[src/rtl/prio_arbiter.sv]
// Registered N-way arbiter: fixed-priority (highest index) or round-robin,
// grant held in y/valid until the consumer acknowledges it.
module prio_arbiter #(
   parameter int N = 8,
   parameter int W = 3
) (
   input  logic         clk,
   input  logic         rst,
   input  logic [N-1:0] req,
   input  logic         mode,
   input  logic         ack,
   output logic [W-1:0] y,
   output logic         valid
);

   typedef enum logic {IDLE, GRANT} state_t;

   state_t         state_q, state_d;
   logic [W-1:0]   y_q, y_d;
   logic [W-1:0]   ptr_q, ptr_d;
   logic           valid_q, valid_d;
   logic [W-1:0]   fixed_win;
   logic [W-1:0]   rr_win;

   // Later iterations overwrite earlier ones, so the highest set index wins.
   always_comb begin
      fixed_win = '0;
      for (int i = 0; i < N; i++) begin
         if (req[i]) fixed_win = W'(i);
      end
   end

   // Distance below ptr, modulo N; ptr itself is searched last (distance N).
   always_comb begin
      int best_d;
      int d;
      rr_win = '0;
      best_d = N + 1;
      for (int i = 0; i < N; i++) begin
         d = int'(ptr_q) - i;
         if (d <= 0) d = d + N;
         if (req[i] && (d < best_d)) begin
            best_d = d;
            rr_win = W'(i);
         end
      end
   end

   always_comb begin
      // NOTE: every next-state signal gets a default first so no path leaves it unassigned (no latches).
      state_d = state_q;
      y_d     = y_q;
      ptr_d   = ptr_q;
      valid_d = valid_q;
      unique case (state_q)
         IDLE: begin
            if (|req) begin
               y_d     = mode ? rr_win : fixed_win;
               valid_d = 1'b1;
               state_d = GRANT;
            end
         end
         GRANT: begin
            if (ack) begin
               valid_d = 1'b0;
               ptr_d   = y_q;
               state_d = IDLE;
            end
         end
         default: state_d = IDLE;
      endcase
   end

   // NOTE: sequential state uses non-blocking assignments so all registers update together.
   always_ff @(posedge clk or posedge rst) begin
      if (rst) begin
         state_q <= IDLE;
         y_q     <= '0;
         ptr_q   <= '0;
         valid_q <= 1'b0;
      end else begin
         state_q <= state_d;
         y_q     <= y_d;
         ptr_q   <= ptr_d;
         valid_q <= valid_d;
      end
   end

   assign y     = y_q;
   assign valid = valid_q;

endmodule

[config.mk]
export PLATFORM = sky130hd
export DESIGN_NAME = prio_arbiter
export DESIGN_NICKNAME = d
export VERILOG_FILES = /design/src/rtl/prio_arbiter.sv
export SDC_FILE = /design/constraint.sdc
export NUM_CORES = 1
export LEC_CHECK = 0
export ABC_AREA = 1
export BUFFER_PORTS_ARGS = -buffer_cell sky130_fd_sc_hd__buf_2
export CAP_MARGIN = 20
export CELL_PAD_IN_SITES_DETAIL_PLACEMENT = 2
export CELL_PAD_IN_SITES_GLOBAL_PLACEMENT = 2
export CORE_ASPECT_RATIO = 1.75
export CORE_MARGIN = 10
export CORE_UTILIZATION = 35
export DETAILED_ROUTE_END_ITERATION = 16
export GPL_TIMING_DRIVEN = 1
export PLACE_DENSITY_LB_ADDON = 0.1
export SETUP_SLACK_MARGIN = 0.1
export SYNTH_ARGS = -nofsm -noshare
export SYNTH_HDL_FRONTEND = slang
export SYNTH_SLANG_ARGS = --single-unit
[constraint.sdc]
create_clock -name clk -period 18.85 [get_ports clk]
set_input_delay 3.77 -clock clk [delete_from_list [all_inputs] [get_ports clk]]
set_output_delay 3.77 -clock clk [all_outputs]
set_load 0.03 [all_outputs]
==> results.yml, run 1 <==
hold_path:
  hp-class: "reg2reg"
  whs_endpoint: "y[0]"
  min-delay-start: "y[0]"
  holdPathStages: 2
sta:
  setup_viol: 0
  whs_ps: 510
  rsz0062_at_grt: "false"
  hold_viol: 0
  slew_viol_final: 0
  clock_skew_ps: 2.62
  finalCritPeriodShare_pct: 61.2
  period_minus_slack_ps: 11550
  worst_slew_pin_slew_ps: 595
  timing.setup.tns_ps: 0
  max_freq_mhz: 86.6
  slew_headroom_pct: 60.4
drt:
  ant_nets: 0
  dr.pass1.iters: 4
  wirelength_mm: 6.17
  routedWlPerCell_um: 16.2
  vias: 2035
  post-route-drc-count: 0
  drtIter0Drc: 59
  vias_per_cell: 5.34
final_layout:
  n_fill_cell: 702
  nNetsFinal: 370
  drive_gt1_share_pct: 14.7
  synthToLayoutAreaGrowth_pct: 9.55
  diodes: 0
setup_path:
  cpPeakStageDelay_ps: 400
  path_class: "in2reg"
  cp-start-kind: "primary input"
  rr_endpoint: "y[1]"
  worstPathMaxFanout: 13
  crit_top_cell: "nand2_1"
  rrSetupSlack_ps: 9590
  worstPathArrival_ps: 11710
  cp-end-kind: "flip-flop"
  cpMaxStageDelayCell: "a2111oi_0"
  cp-startpoint: "req[0]"
  reg2reg_from: "ptr_q[1]"
  cp_data_required_time_ps: 19010
  reg2reg_depth: 57
synth:
  synth_cells: 307
  synth_cell_types: 33
  synth-seq-cells: 8
  synth.area.top_cells: "ha_1, nand2_1, dfrtp_1, inv_1, nand3_1"
  yosysTopAreaCell: "ha_1"
  yosysWarnings: 0
  ys_seq_area_share_pct: 10.8
  synth.top_cell.area_share_pct: 20.3
  syn_area_per_cell_sq_um: 6.02
  netlist_area_sq_um: 1850
die:
  start_util_pct: 35.5
  dieArea_sq_um: 8700
  rows: 35
  die_width_um: 74.9
  design.core.area_sq_um: 5210
  io_pins: 16
  die_h_um: 116
clock_network:
  worst_skew_pair.late_latency_ps: 220
  clk_pin_slew_ps: 40
  cts_hold_buffers: 0
  cts_setup_buffers: 0
  postCtsResizedCells: 0
  cts_tree: "yes"
  cts_buffers: 3
  cts_max_path_buffers: 2
  clock_sinks: 8
  htree_levels: 1
  root_buffer: "clkbuf_8"
global_routing:
  track_usage_pct: 15.6
  grt_max_degree: 14
  grt-ovfl-total: 0
  grt_pass1_vias: 2355
  grt_pass1_wl_mm: 10.9
  grt_antenna_before_repair: 0
place:
  portBuffers: 15
  dp_hpwl_mm: 5.36
  gp_routability_congestion: 0.756
run:
  max-cap-violations: 0
run_status:
  status: "completed"
cells by family after synthesis:
group,after synthesis,synth area share [%]
AND/OR/NAND/NOR,176,42.9
AO/OA/AOI/OAI,42,13.5
other,1,0.203
adder cells (fa/ha/maj),30,20.3
buffers and inverters,48,10.9
flip-flops,8,10.8
XOR/XNOR,2,1.35
per-layer routing:
metal	track usage [%]	share of wire (%)	routed length [um]
met5	0	0	0
met4	1.90	0.065	4
met3	0.850	1.3	83
met2	31.7	59	3640
met1	16.8	40	2440
flip-flops by register name, summed over array words and instances (netlist names):
register and count:
ptr_q 3, y 3, state_q 1, valid 1
worst max-delay path: cells and delay by family:
kind / cells / cell delay, ps
simple gates: 32 / 2840
compound gates: 12 / 2750
fa+ha+maj: 7 / 2050
buf+inv: 4 / 260
cells in the mapped netlist:
cell type / number
nand4_1: 5
inv_1: 40
nand2_1: 99
o21bai_2: 1
nand3_1: 25
clkbuf_1: 1
o41ai_1: 1
o21ai_0: 14
o21ai_2: 1
a21boi_0: 1
inv_2: 3
nand3_2: 3
a21oi_2: 1
conb_1: 1
dfrtp_1: 8
a211oi_1: 1
xor2_2: 1
nand2_2: 14
inv_6: 1
buf_2: 1
a22oi_1: 1
xor2_1: 1
o21a_1: 2
buf_6: 2
nand2_4: 4
nor3_1: 2
ha_1: 30
nor2_1: 23
a21oi_1: 13
o21ai_1: 1
a2111oi_0: 1
a31oi_1: 4
and2_1: 1
final cells by class:
type	instances	area, sq um	share of cell area (%)
clock buffers	3	41.3	2.04
repair buffers	16	82.6	4.08
multi-input cells	255	1460	72.2
well taps	55	68.8	3.40
inverters	44	170	8.41
flip-flops and latches	8	200	9.89
through the flow:
| stage | std cells | instance area [sq um] | util (%) | setup slack (ps) |
|---|---|---|---|---|
| 2_1_floorplan | 311 | 1860 | - | 8310 |
| 3_3_place_gp | 378 | 1980 | 38.1 | 7220 |
| 3_5_place_dp | 378 | 1980 | 38.1 | 6970 |
| 4_1_cts | 381 | 2020 | 38.8 | 7190 |
| 5_1_grt | 381 | 2020 | 38.8 | 6230 |
| 6_report | 381 | 2020 | 38.8 | 7300 |
how the worst max path moves through the flow:
| stage | end | cells past startpoint |
|---|---|---|
| finish | y[1] | 55 |
| global route | y[1] | 55 |
| CTS | y[1] | 55 |
| detailed placement | y[1] | 55 |
| global placement | y[1] | 56 |
| floorplan | y[1] | 57 |
cell usage in the layout, fill, tap and decap left out, types with 2 or more instances in the layout:
| cell | count |
|---|---|
| nand2_1 | 99 |
| inv_1 | 40 |
| ha_1 | 30 |
| nand3_1 | 25 |
| nor2_1 | 23 |
| buf_2 | 15 |
| nand2_2 | 14 |
| o21ai_0 | 14 |
| a21oi_1 | 13 |
| dfrtp_1 | 8 |
| nand4_1 | 5 |
| conb_1 | 5 |
| nand2_4 | 4 |
| a31oi_1 | 4 |
| nand3_2 | 3 |
| inv_2 | 3 |
| clkbuf_8 | 3 |
| o21a_1 | 2 |
| nor3_1 | 2 |
Power of run 1 is not shown: default switching activity piles up to over one toggle a cycle in this logic, so the estimate is an artifact.
==> run 2: changes to the inputs <==
--- a/config.mk
+++ b/config.mk
@@ -12,7 +12,7 @@
 export CELL_PAD_IN_SITES_GLOBAL_PLACEMENT = 2
 export CORE_ASPECT_RATIO = 1.75
 export CORE_MARGIN = 10
-export CORE_UTILIZATION = 35
+export CORE_UTILIZATION = 32
 export DETAILED_ROUTE_END_ITERATION = 16
 export GPL_TIMING_DRIVEN = 1
 export PLACE_DENSITY_LB_ADDON = 0.1
==> constraint.sdc (replaced) <==
create_clock -name clk -period 11.9 [get_ports clk]
set_input_delay 2.38 -clock clk [delete_from_list [all_inputs] [get_ports clk]]
set_output_delay 2.38 -clock clk [all_outputs]
set_load 0.03 [all_outputs]
==> run 2 against run 1 <==
  * Critical endpoint unchanged
  * Global-route usage fell by 1.0 points
  * Critical path depth rose by 1
  * Clock skew fell by 2.3 ps
  * Setup slack got worse by 5600 ps
  * Routed wire length rose by 3.8%
  * Critical path type unchanged
  * Non-clock buffer count did not move
==> results.yml, run 2 (synthesis results as in run 1) <==
sta:
  timing.setup.tns_ps: 0
  finalCritPeriodShare_pct: 85.4
  slew_headroom_pct: 61.1
  rsz0062_at_grt: "false"
  max_freq_mhz: 98.4
  setup_viol: 0
  whs_ps: 517
  hold_viol: 0
  fin_ws_ps: 1740
  period_minus_slack_ps: 10160
  worst_slew_pin_slew_ps: 583
  clock_skew_ps: 0.310
  slew_viol_final: 0
final_layout:
  n_fill_cell: 769
  final_common_cell: "nand2_1"
  nNetsFinal: 370
  final_cell_mix: "nand2_1, inv_1, ha_1"
  drive_gt1_share_pct: 14.7
  multi_input_area_sq_um: 1460
  final_cell_area_sq_um: 2050
  regArea_sq_um: 200
  diodes: 0
  synthToLayoutAreaGrowth_pct: 11.0
drt:
  met3_length_um: 51
  routedWlPerCell_um: 15.9
  highest_layer: "met4"
  vias: 2050
  dr.pass1.iters: 4
  drtIter0Drc: 59
  met1Wirelength_mm: 2.49
  wirelength_mm: 6.40
  ant_nets: 0
  wl_met2_mm: 3.75
  vias_per_cell: 5.10
  post-route-drc-count: 0
clock_network:
  cts_max_path_buffers: 2
  cts_setup_buffers: 0
  worst_skew_pair.late_latency_ps: 230
  root_buffer: "clkbuf_8"
  postCtsResizedCells: 0
  cts_buffers: 3
  cts_tree: "yes"
  clock_sinks: 8
  htree_levels: 1
  clk_pin_slew_ps: 40
  cts_hold_buffers: 0
setup_path:
  path_delay_family: "simple AND/OR/NAND/NOR gates"
  crit_top_cell: "nand2_1"
  cp-start-kind: "primary input"
  cp-end-kind: "flip-flop"
  rrSetupSlack_ps: 2560
  crit_buf_inv: 3
  cpMaxStageDelayCell: "a2111oi_0"
  cp_data_required_time_ps: 12070
  reg2reg_from: "ptr_q[0]"
  cpPeakStageDelay_ps: 390
  rr_endpoint: "y[1]"
  worstPathArrival_ps: 10330
  path_class: "in2reg"
  reg2reg_depth: 58
  worstPathMaxFanout: 13
die:
  rows: 36
  io_pins: 16
  die_width_um: 77.4
  dieArea_sq_um: 9330
  start_util_pct: 33.1
  die_h_um: 121
  design.core.area_sq_um: 5590
global_routing:
  grt_pass1_wl_mm: 11.3
  track_usage_pct: 14.5
  grt_pass1_vias: 2340
  grt-ovfl-total: 0
  grt_max_degree: 14
  grt_antenna_before_repair: 0
hold_path:
  min-delay-start: "y[0]"
  whs_endpoint: "y[0]"
  hp-class: "reg2reg"
  holdPathStages: 2
run:
  max-cap-violations: 0
place:
  pre_cts_ws_ps: 1410
  dp_hpwl_mm: 5.62
  dpl_cell_area_sq_um: 2010
  gp_routability_congestion: 0.772
  portBuffers: 15
run_status:
  status: "completed"
[run 2: cell counts in the layout (fill, tap and decap cells not counted)]
No cell type changed its count.
[run 2: worst max-delay path by stage]
stage | startpoint | endpoint | slack [ps] | depth (start not counted)
after floorplan | req[0] | y[1] | 2750 | 57
after global placement | req[0] | y[0] | 1760 | 57
after detailed placement | req[0] | y[0] | 1410 | 57
after CTS | req[0] | y[0] | 1620 | 56
after global routing | req[0] | y[1] | 660 | 56
final | req[0] | y[1] | 1740 | 56
[run 2: tightest hold or removal path, delay by kind of cell (launching register included)]
kind / cells / cell delay, ps
and+or+nand+nor: 2 / 120
DFF: 1 / 360
[run 2: area by class of cell]
cell class	count	share of cell area, %
inverter	44	8.30
sequential	8	9.76
timing repair buffer	16	4.03
multi-input combinational	255	71.3
clock buffer	3	2.01
tap	76	4.64
[run 2: layer usage]
layer	GRT usage, %	vias up
met4	3.44	0
met3	0.519	9
met5	0	-
li1	-	1023
met1	15.2	997
met2	30.2	21
[run 2: through the flow]
stage	util [%]	std cells
final	36.7	402
after global routing	36.7	402
after CTS	36.7	402
after detailed placement	36.0	399
after global placement	36.0	399
after floorplan	-	311
Power of run 2 is left out for the same reason.
==> run 3: changes to the inputs <==
--- a/config.mk
+++ b/config.mk
@@ -12,7 +12,8 @@
 export CELL_PAD_IN_SITES_GLOBAL_PLACEMENT = 2
 export CORE_ASPECT_RATIO = 1.75
 export CORE_MARGIN = 10
-export CORE_UTILIZATION = 32
+export CORE_UTILIZATION = 29
+export CTS_CLUSTER_DIAMETER = 60
 export DETAILED_ROUTE_END_ITERATION = 16
 export GPL_TIMING_DRIVEN = 1
 export PLACE_DENSITY_LB_ADDON = 0.1
==> constraint.sdc (replaced) <==
create_clock -name clk -period 8.7 [get_ports clk]
set_input_delay 1.74 -clock clk [delete_from_list [all_inputs] [get_ports clk]]
set_output_delay 1.74 -clock clk [all_outputs]
set_load 0.03 [all_outputs]
==> run 3 against run 2 <==
  * Cell area increased by 40%
  * Count of clock-buffer cells in the layout unchanged
  * Non-clock buffer count is 67 higher
  * Clock skew rose by 7.8 ps
  * First-iteration DRC count rose by 15%
  * Global-route usage decreased by 0.77 points
  * Sequential share of layout area decreased by 2.8 points
  * Register-to-register slack worse by 2200 ps
  * Critical path depth grew 9
==> results.yml, run 3 (synthesis results as in run 1) <==
setup_path:
  reg2reg_depth: 65
  cp-end-kind: "flip-flop"
  crit_buf_inv: 6
  worstPathArrival_ps: 8740
  cpPeakStageDelay_ps: 350
  path_delay_family: "simple AND/OR/NAND/NOR gates"
  cpMaxStageDelayCell: "ha_1"
  worstPathMaxFanout: 8
  path_class: "in2reg"
  cp.depth: 65
  cp_data_required_time_ps: 8850
  crit_top_cell: "nand2_1"
  rrSetupSlack_ps: 390
  cp-start-kind: "primary input"
die:
  dieArea_sq_um: 10100
  die_width_um: 80.3
  die_h_um: 126
  rows: 38
  io_pins: 16
  design.core.area_sq_um: 6180
  start_util_pct: 29.9
sta:
  max_freq_mhz: 116
  slew_viol_final: 0
  clock_skew_ps: 8.15
  period_minus_slack_ps: 8590
  rsz0062_at_grt: "true"
  hold_viol: 0
  finalCritPeriodShare_pct: 98.7
  setup_viol: 0
  whs_ps: 516
hold_path:
  hp-class: "reg2reg"
  holdPathStages: 2
clock_network:
  htree_levels: 1
  root_buffer: "clkbuf_8"
  worst_skew_pair.late_latency_ps: 230
  clk_pin_slew_ps: 40
  cts_hold_buffers: 0
  clock_sinks: 8
  cts_tree: "yes"
  cts_buffers: 3
  cts_max_path_buffers: 2
final_layout:
  diodes: 0
  nNetsFinal: 437
  n_fill_cell: 731
  drive_gt1_share_pct: 39.4
  utilization_pct: 46.6
  final_common_cell: "nand2_1"
  final_cell_mix: "nand2_1, buf_4, inv_1"
  synthToLayoutAreaGrowth_pct: 55.7
place:
  dp_hpwl_mm: 5.93
  gp_routability_congestion: 0.775
  portBuffers: 15
drt:
  drtIter0Drc: 68
  dr.pass1.iters: 4
  routedWlPerCell_um: 19.8
  ant_nets: 0
  vias_per_cell: 5.15
  vias: 2437
  post-route-drc-count: 0
  wirelength_mm: 9.39
global_routing:
  grt_antenna_before_repair: 0
  grt_max_degree: 13
  grt_pass1_vias: 2486
  grt_pass1_wl_mm: 11.6
  track_usage_pct: 13.8
  grt-ovfl-total: 0
run:
  max-cap-violations: 0
run_status:
  status: "completed"
-- run 3: cell types whose count changed in the layout (fill, tap and decap cells not counted), sizes merged --
cell / previous run / this run
buf: 16 / 83
-- run 3: worst paths after layout --
| kind | startpoint | to |
|---|---|---|
| worst max register to register | ptr_q[1] | y[1] |
| max in group asynchronous | rst | y[1] |
| min in group asynchronous | rst | ptr_q[0] |
| worst max-delay path | req[0] | y[1] |
| worst min-delay path | valid | valid |
| worst min register to register | valid | valid |
-- run 3: area by class of cell --
class | count | area, sq um | share of cell area, %
Timing Repair Buffer | 83 | 611 | 21.2
Inverter | 44 | 173 | 6.00
Tap cell | 80 | 100 | 3.48
Multi-Input combinational cell | 255 | 1750 | 60.9
Sequential cell | 8 | 200 | 6.96
Clock buffer | 3 | 41.3 | 1.43
-- run 3: timing repair --
item,in CTS,in global routing
setup buffers,4,17
setup endpoints to repair,3,3
pin swaps,3,48
resized for setup,17,57
gates cloned,0,0
-- run 3: routing by layer --
metal	part of all wire (%)	vias up	GRT usage, %
met5	0	-	0
met4	2.1	0	3.02
met3	0.97	18	0.789
met2	57	34	27.3
met1	40	1227	14.7
li1	-	1158	-
-- run 3: worst min-delay path: cells and delay by family (launching register included) --
| family | cells | cell delay (ps) |
|---|---|---|
| AND/OR/NAND/NOR | 2 | 140 |
| flip-flops | 1 | 340 |
-- run 3: per-stage QoR --
stage	area, sq um	setup WS (ps)	std cells	setup TNS [ps]
2_1_floorplan	1860	187	311	0
3_3_place_gp	2360	-286	449	-832
3_5_place_dp	2360	-710	449	-2080
4_1_cts	2470	113	456	0
5_1_grt	2880	-458	473	-1290
6_report	2880	109	473	0
Power of run 3 is left out for the same reason.
